===== src/rtl/alu_bus_sequencer.sv =====
// Host-side sequencer for the 8-bit serial-bus ALU: takes one request, serialises it onto
// inbus, captures the result words from outbus and returns them, with a watchdog abort.
module alu_bus_sequencer #(
    parameter int WORD_HOLD = 1,
    parameter int TIMEOUT   = 64
) (
    input  logic       clk,
    input  logic       reset,
    input  logic       req_valid,
    output logic       req_ready,
    input  logic [1:0] req_op,
    input  logic [7:0] req_x,
    input  logic [7:0] req_y,
    input  logic [7:0] req_z,
    output logic       rsp_valid,
    input  logic       rsp_ready,
    output logic [7:0] rsp_hi,
    output logic [7:0] rsp_lo,
    output logic       rsp_err,
    output logic       busy,
    output logic       alu_begin,
    output logic [1:0] alu_op_code,
    output logic [7:0] alu_inbus,
    input  logic [7:0] alu_outbus,
    input  logic       alu_end,
    output logic       alu_reset
);
    localparam int CW = $clog2(TIMEOUT);
    localparam logic [CW-1:0] WD_LAST   = CW'(TIMEOUT - 1);
    localparam logic [1:0]    HOLD_LAST = 2'(WORD_HOLD - 1);

    typedef enum logic [2:0] {IDLE, LOAD, WAIT, RESP, ABORT} state_t;

    typedef struct packed {
        logic [1:0] op;
        logic [7:0] x;
        logic [7:0] y;
        logic [7:0] z;
    } req_t;

    state_t        state;
    req_t          req_q;
    logic [1:0]    idx;
    logic [1:0]    hold;
    logic [CW-1:0] wdog;
    logic [7:0]    cap0;
    logic [7:0]    cap1;
    logic [1:0]    last_idx;

    function automatic logic [7:0] word_at(input req_t r, input logic [1:0] i);
        case (i)
            2'd0:    return r.x;
            2'd1:    return r.y;
            default: return r.z;
        endcase
    endfunction

    // Division carries a third operand word (the divisor).
    assign last_idx = (req_q.op == 2'b11) ? 2'd2 : 2'd1;

    always_ff @(posedge clk) begin
        if (reset) begin
            state       <= IDLE;
            req_q       <= '0;
            idx         <= '0;
            hold        <= '0;
            wdog        <= '0;
            cap0        <= '0;
            cap1        <= '0;
            req_ready   <= 1'b1;
            rsp_valid   <= 1'b0;
            rsp_hi      <= '0;
            rsp_lo      <= '0;
            rsp_err     <= 1'b0;
            busy        <= 1'b0;
            alu_begin   <= 1'b0;
            alu_op_code <= '0;
            alu_inbus   <= '0;
            alu_reset   <= 1'b0;
        end else begin
            case (state)
                IDLE: begin
                    if (req_valid && req_ready) begin
                        state       <= LOAD;
                        req_q       <= '{op: req_op, x: req_x, y: req_y, z: req_z};
                        idx         <= '0;
                        hold        <= '0;
                        req_ready   <= 1'b0;
                        busy        <= 1'b1;
                        alu_begin   <= 1'b1;
                        alu_op_code <= req_op;
                        alu_inbus   <= req_x;
                    end
                end
                LOAD: begin
                    alu_begin <= 1'b0;
                    if (hold == HOLD_LAST) begin
                        hold <= '0;
                        if (idx == last_idx) begin
                            state     <= WAIT;
                            alu_inbus <= '0;
                            wdog      <= '0;
                            cap0      <= '0;
                            cap1      <= '0;
                        end else begin
                            idx       <= idx + 2'd1;
                            alu_inbus <= word_at(req_q, idx + 2'd1);
                        end
                    end else begin
                        hold <= hold + 2'd1;
                    end
                end
                WAIT: begin
                    cap1 <= cap0;
                    cap0 <= alu_outbus;
                    if (wdog != WD_LAST)
                        wdog <= wdog + 1'b1;
                    // END wins over a coincident timeout; cap0 already holds the last word.
                    if (alu_end) begin
                        state       <= RESP;
                        rsp_valid   <= 1'b1;
                        rsp_lo      <= cap0;
                        rsp_hi      <= req_q.op[1] ? cap1 : 8'h00;
                        rsp_err     <= 1'b0;
                        alu_op_code <= '0;
                    end else if (wdog == WD_LAST) begin
                        state       <= ABORT;
                        alu_reset   <= 1'b1;
                        rsp_hi      <= '0;
                        rsp_lo      <= '0;
                        rsp_err     <= 1'b1;
                        alu_op_code <= '0;
                    end
                end
                ABORT: begin
                    alu_reset <= 1'b0;
                    rsp_valid <= 1'b1;
                    state     <= RESP;
                end
                RESP: begin
                    if (rsp_ready) begin
                        state     <= IDLE;
                        rsp_valid <= 1'b0;
                        rsp_hi    <= '0;
                        rsp_lo    <= '0;
                        rsp_err   <= 1'b0;
                        req_ready <= 1'b1;
                        busy      <= 1'b0;
                    end
                end
                default: state <= IDLE;
            endcase
        end
    end
endmodule

===== config.mk =====
export PLATFORM = sky130hd
export DESIGN_NAME = alu_bus_sequencer
export DESIGN_NICKNAME = d
export VERILOG_FILES = /design/src/rtl/alu_bus_sequencer.sv
export SDC_FILE = /design/constraint.sdc
export NUM_CORES = 1
export LEC_CHECK = 0
export CORE_MARGIN = 5
export CORE_UTILIZATION = 51
export DETAILED_ROUTE_END_ITERATION = 10
export PLACE_DENSITY_LB_ADDON = 0.08
export SLEW_MARGIN = 20
export SYNTH_ARGS = -nofsm -noshare
export SYNTH_HDL_FRONTEND = slang
export SYNTH_SLANG_ARGS = --single-unit

===== constraint.sdc =====
create_clock -name clk -period 2.2 [get_ports clk]
set_input_delay 0.33 -clock clk [delete_from_list [all_inputs] [get_ports clk]]
set_output_delay 0.33 -clock clk [all_outputs]
set_load 0.01 [all_outputs]

==> results of run 1 <==
==> registers in the layout (all words and copies together) (netlist names), 2 cells and up <==
signal and flops:
cap1 8, req_q 26, rsp_hi 8, alu_op_code 2, rsp_lo 8, wdog 6
cap0 8, alu_inbus 8, hold 2, idx 2, state 3
==> stage by stage <==
stage          std cells  instance area, um^2  util, %  total power, uW
2_1_floorplan        452                 3680        -             2130
3_3_place_gp         596                 4450     62.4             2380
3_5_place_dp         596                 4450     62.4             2390
4_1_cts              612                 4640     65.0             3440
5_1_grt              612                 4640     65.0             3600
6_report             612                 4640     65.0             3410
==> final cells by class <==
class	instances	area [um^2]
fillers	642	2500
multi-input cells	322	1760
flip-flops and latches	87	1740
repair buffers	80	796
clock buffers	12	155
well taps	99	124
clock inverters	4	30.0
inverters	8	30.0
==> kinds of logic after synthesis <==
kind of cell             Yosys count  share of synthesized area, %
flip-flops                        87                          47.3
AND/OR/NAND/NOR                  194                          24.9
AO/OA/AOI/OAI                    121                          20.6
buffers and inverters             43                          4.89
adder cells (fa/ha/maj)            5                          1.70
multiplexers                       2                         0.577
==> routing by layer <==
layer	global-route usage (%)	routed length (um)	up-vias	part of all wire (%)
met1	30.2	4340	1513	50
li1	-	-	1682	-
met5	0	0	-	0
met3	6.06	549	12	6.3
met4	7.57	102	0	1.2
met2	28.0	3720	98	43
==> critical path, delay by kind of cell (launching register included) <==
kind / cells / cell delay (ns)
compound gates: 2 / 0.59
flops: 1 / 0.61
simple gates: 2 / 0.74
==> power breakdown <==
| group | internal [uW] | switching (uW) | total [uW] |
|---|---|---|---|
| Combinational | 288 | 342 | 629 |
| Clock | 475 | 580 | 1050 |
| Sequential | 1660 | 65.9 | 1730 |
==> worst max-delay path by stage <==
| stage | start | slack [ns] | endpoint | cells past startpoint |
|---|---|---|---|---|
| 2_1_floorplan | idx[0] | 0.49 | alu_inbus[0] | 7 |
| 3_3_place_gp | idx[0] | 0.26 | wdog[1] | 5 |
| 3_5_place_dp | state[0] | 0.23 | alu_inbus[6] | 4 |
| 4_1_cts | state[0] | 0.21 | alu_inbus[6] | 4 |
| 5_1_grt | state[0] | 0.003 | alu_inbus[6] | 4 |
| 6_report | state[0] | 0.17 | alu_inbus[6] | 4 |
==> layout by cell type, fill, tap and decap left out, types with 3 or more instances in the layout <==
cell / Yosys / routed
nand2_1: 76 / 76
dfxtp_1: 87 / 87
nand3_1: 26 / 26
nor2b_1: 3 / 3
nor2_1: 34 / 34
nor3b_1: 4 / 4
clkbuf_8: 0 / 11
clkdlybuf4s50_1: 0 / 69
nand2b_1: 20 / 20
ha_1: 5 / 5
o21ai_0: 33 / 33
a31oi_1: 5 / 5
a22oi_1: 25 / 25
nor3_1: 17 / 17
inv_1: 8 / 8
a21oi_1: 37 / 37
a221oi_1: 8 / 8
buf_4: 1 / 8
==> out/metrics.yaml, run 1 <==
setup_path:
  r2r_cells: 4
  worstPathMaxFanout: 14
  reg2reg_from: "state[0]"
  cp.arrival_ns: 2.30
  r2r_end: "alu_inbus[6]"
  worstPathCellList: "or3b_4 -> a211oi_4 -> a221oi_1 -> nor3_1"
  r2r_setup_slack_ns: 0.17
  cpPeakStageDelay_ns: 0.61
  cp_data_required_time_ns: 2.48
  start_kind: "register"
  critPathSlowestCell: "dfxtp_1"
  setup.worst_path.class: "reg2reg"
  end_kind: "register"
floorplanning:
  chipHeight_um: 95.0
  io_pins: 71
  fp.dieW_um: 95.0
  design.core.area_um2: 7140
  die_area_um2: 9020
  row_count: 31
  start_util_pct: 51.6
timing:
  final.setup.tns_ns: 0
  tightest_slew_ns: 0.845
  max_slew_margin_pct: 43.5
  timing.hold.ws_ns: 0.459
  period_share_pct: 92.1
  clock_skew_ns: 0.0108
  hold_viol: 0
  maxSlewViolCount: 0
  fmax_mhz: 494
  rsz0062_at_grt: "false"
  setup_viol: 0
  worst_slack_ns: 0.175
  fin_crit_ns: 2.03
yosys:
  yosysTopAreaCell: "dfxtp_1"
  ys_seq_area_share_pct: 47.3
  ys_types: 44
  yosysTopAreaCellShare_pct: 47.3
  ys.warnings.count: 0
  synth_area_leaders: "dfxtp_1 (47%), nand2_1 (7.7%), a22oi_1 (5.1%), a21oi_1 (5.0%), o21ai_0 (4.5%)"
  yosys.cell_count.top_type: "dfxtp_1"
  syn_nets: 496
  synthFlopType: "dfxtp_1"
  synth_cells: 452
  async_flop_share_pct: 0
  ys_ff_latch: 87
  synth-edff-count: 0
  synth_area_um2: 3680
  synth.top_cells.by_count: "dfxtp_1 (87), nand2_1 (76), a21oi_1 (37), nor2_1 (34), o21ai_0 (33)"
  post_synth.cell_area_avg_um2: 8.15
power:
  leakagePower_uw: 0.00161
  powerDensity_nw_per_um2: 736
  vdd_drop_max_v: 0.000357
route:
  dr.first_iter.drc_count: 226
  antenna_left: 0
  drc_errors: 0
  dr.pass1.iters: 5
  wl_per_cell_um: 14.2
  vias_per_cell: 5.40
  vias: 3305
  wirelength_mm: 8.71
min_path:
  hold-path-endpoint: "req_q[5]"
  min_path_cells: 2
  hp-class: "reg2reg"
  worstHoldStart: "req_q[5]"
clocking:
  cts-root-buf: "clkbuf_8"
  path_clk_slew_ns: 0.08
  cts-hold-fix-buffers: 0
  postCtsSetupBuffers: 0
  cts_resized: 0
  clock_latency_ns: 0.37
  cts_inserted_buffers: 9
  h-tree-depth: 3
  cts.sinks: 87
  clockBufferDepth: 2
  cts_tree: "built"
cells_and_area:
  syn2layout_area_growth_pct: 25.9
  antenna_cells: 0
  drive_above_1_share_pct: 7.02
  fin_nets: 552
placed_design:
  post-dp-hpwl_mm: 5.86
  port_buffers: 70
  gp_congestion: 0.847
  dp_slack_ns: 0.229
grt:
  antenna_found_initial: 0
  grt_max_degree: 89
  grt_pass1_vias: 3054
  grt.overflow.total: 0
  track_usage_pct: 20.5
  grt_pass1_wl_mm: 14.5
status:
  status: "finished clean"
run:
  cap_violations: 0
Power figures use the tool's default switching activity.
==> run 2, diff against run 1 <==
--- a/config.mk
+++ b/config.mk
@@ -7,9 +7,11 @@
 export LEC_CHECK = 0
 export CORE_MARGIN = 5
 export CORE_UTILIZATION = 51
+export CTS_CLUSTER_DIAMETER = 80
+export CTS_CLUSTER_SIZE = 16
 export DETAILED_ROUTE_END_ITERATION = 10
 export PLACE_DENSITY_LB_ADDON = 0.08
-export SLEW_MARGIN = 20
+export SLEW_MARGIN = 0
 export SYNTH_ARGS = -nofsm -noshare
 export SYNTH_HDL_FRONTEND = slang
 export SYNTH_SLANG_ARGS = --single-unit
==> results of run 2 <==
No change in the layout: final DEF, timing and power equal those of run 1.
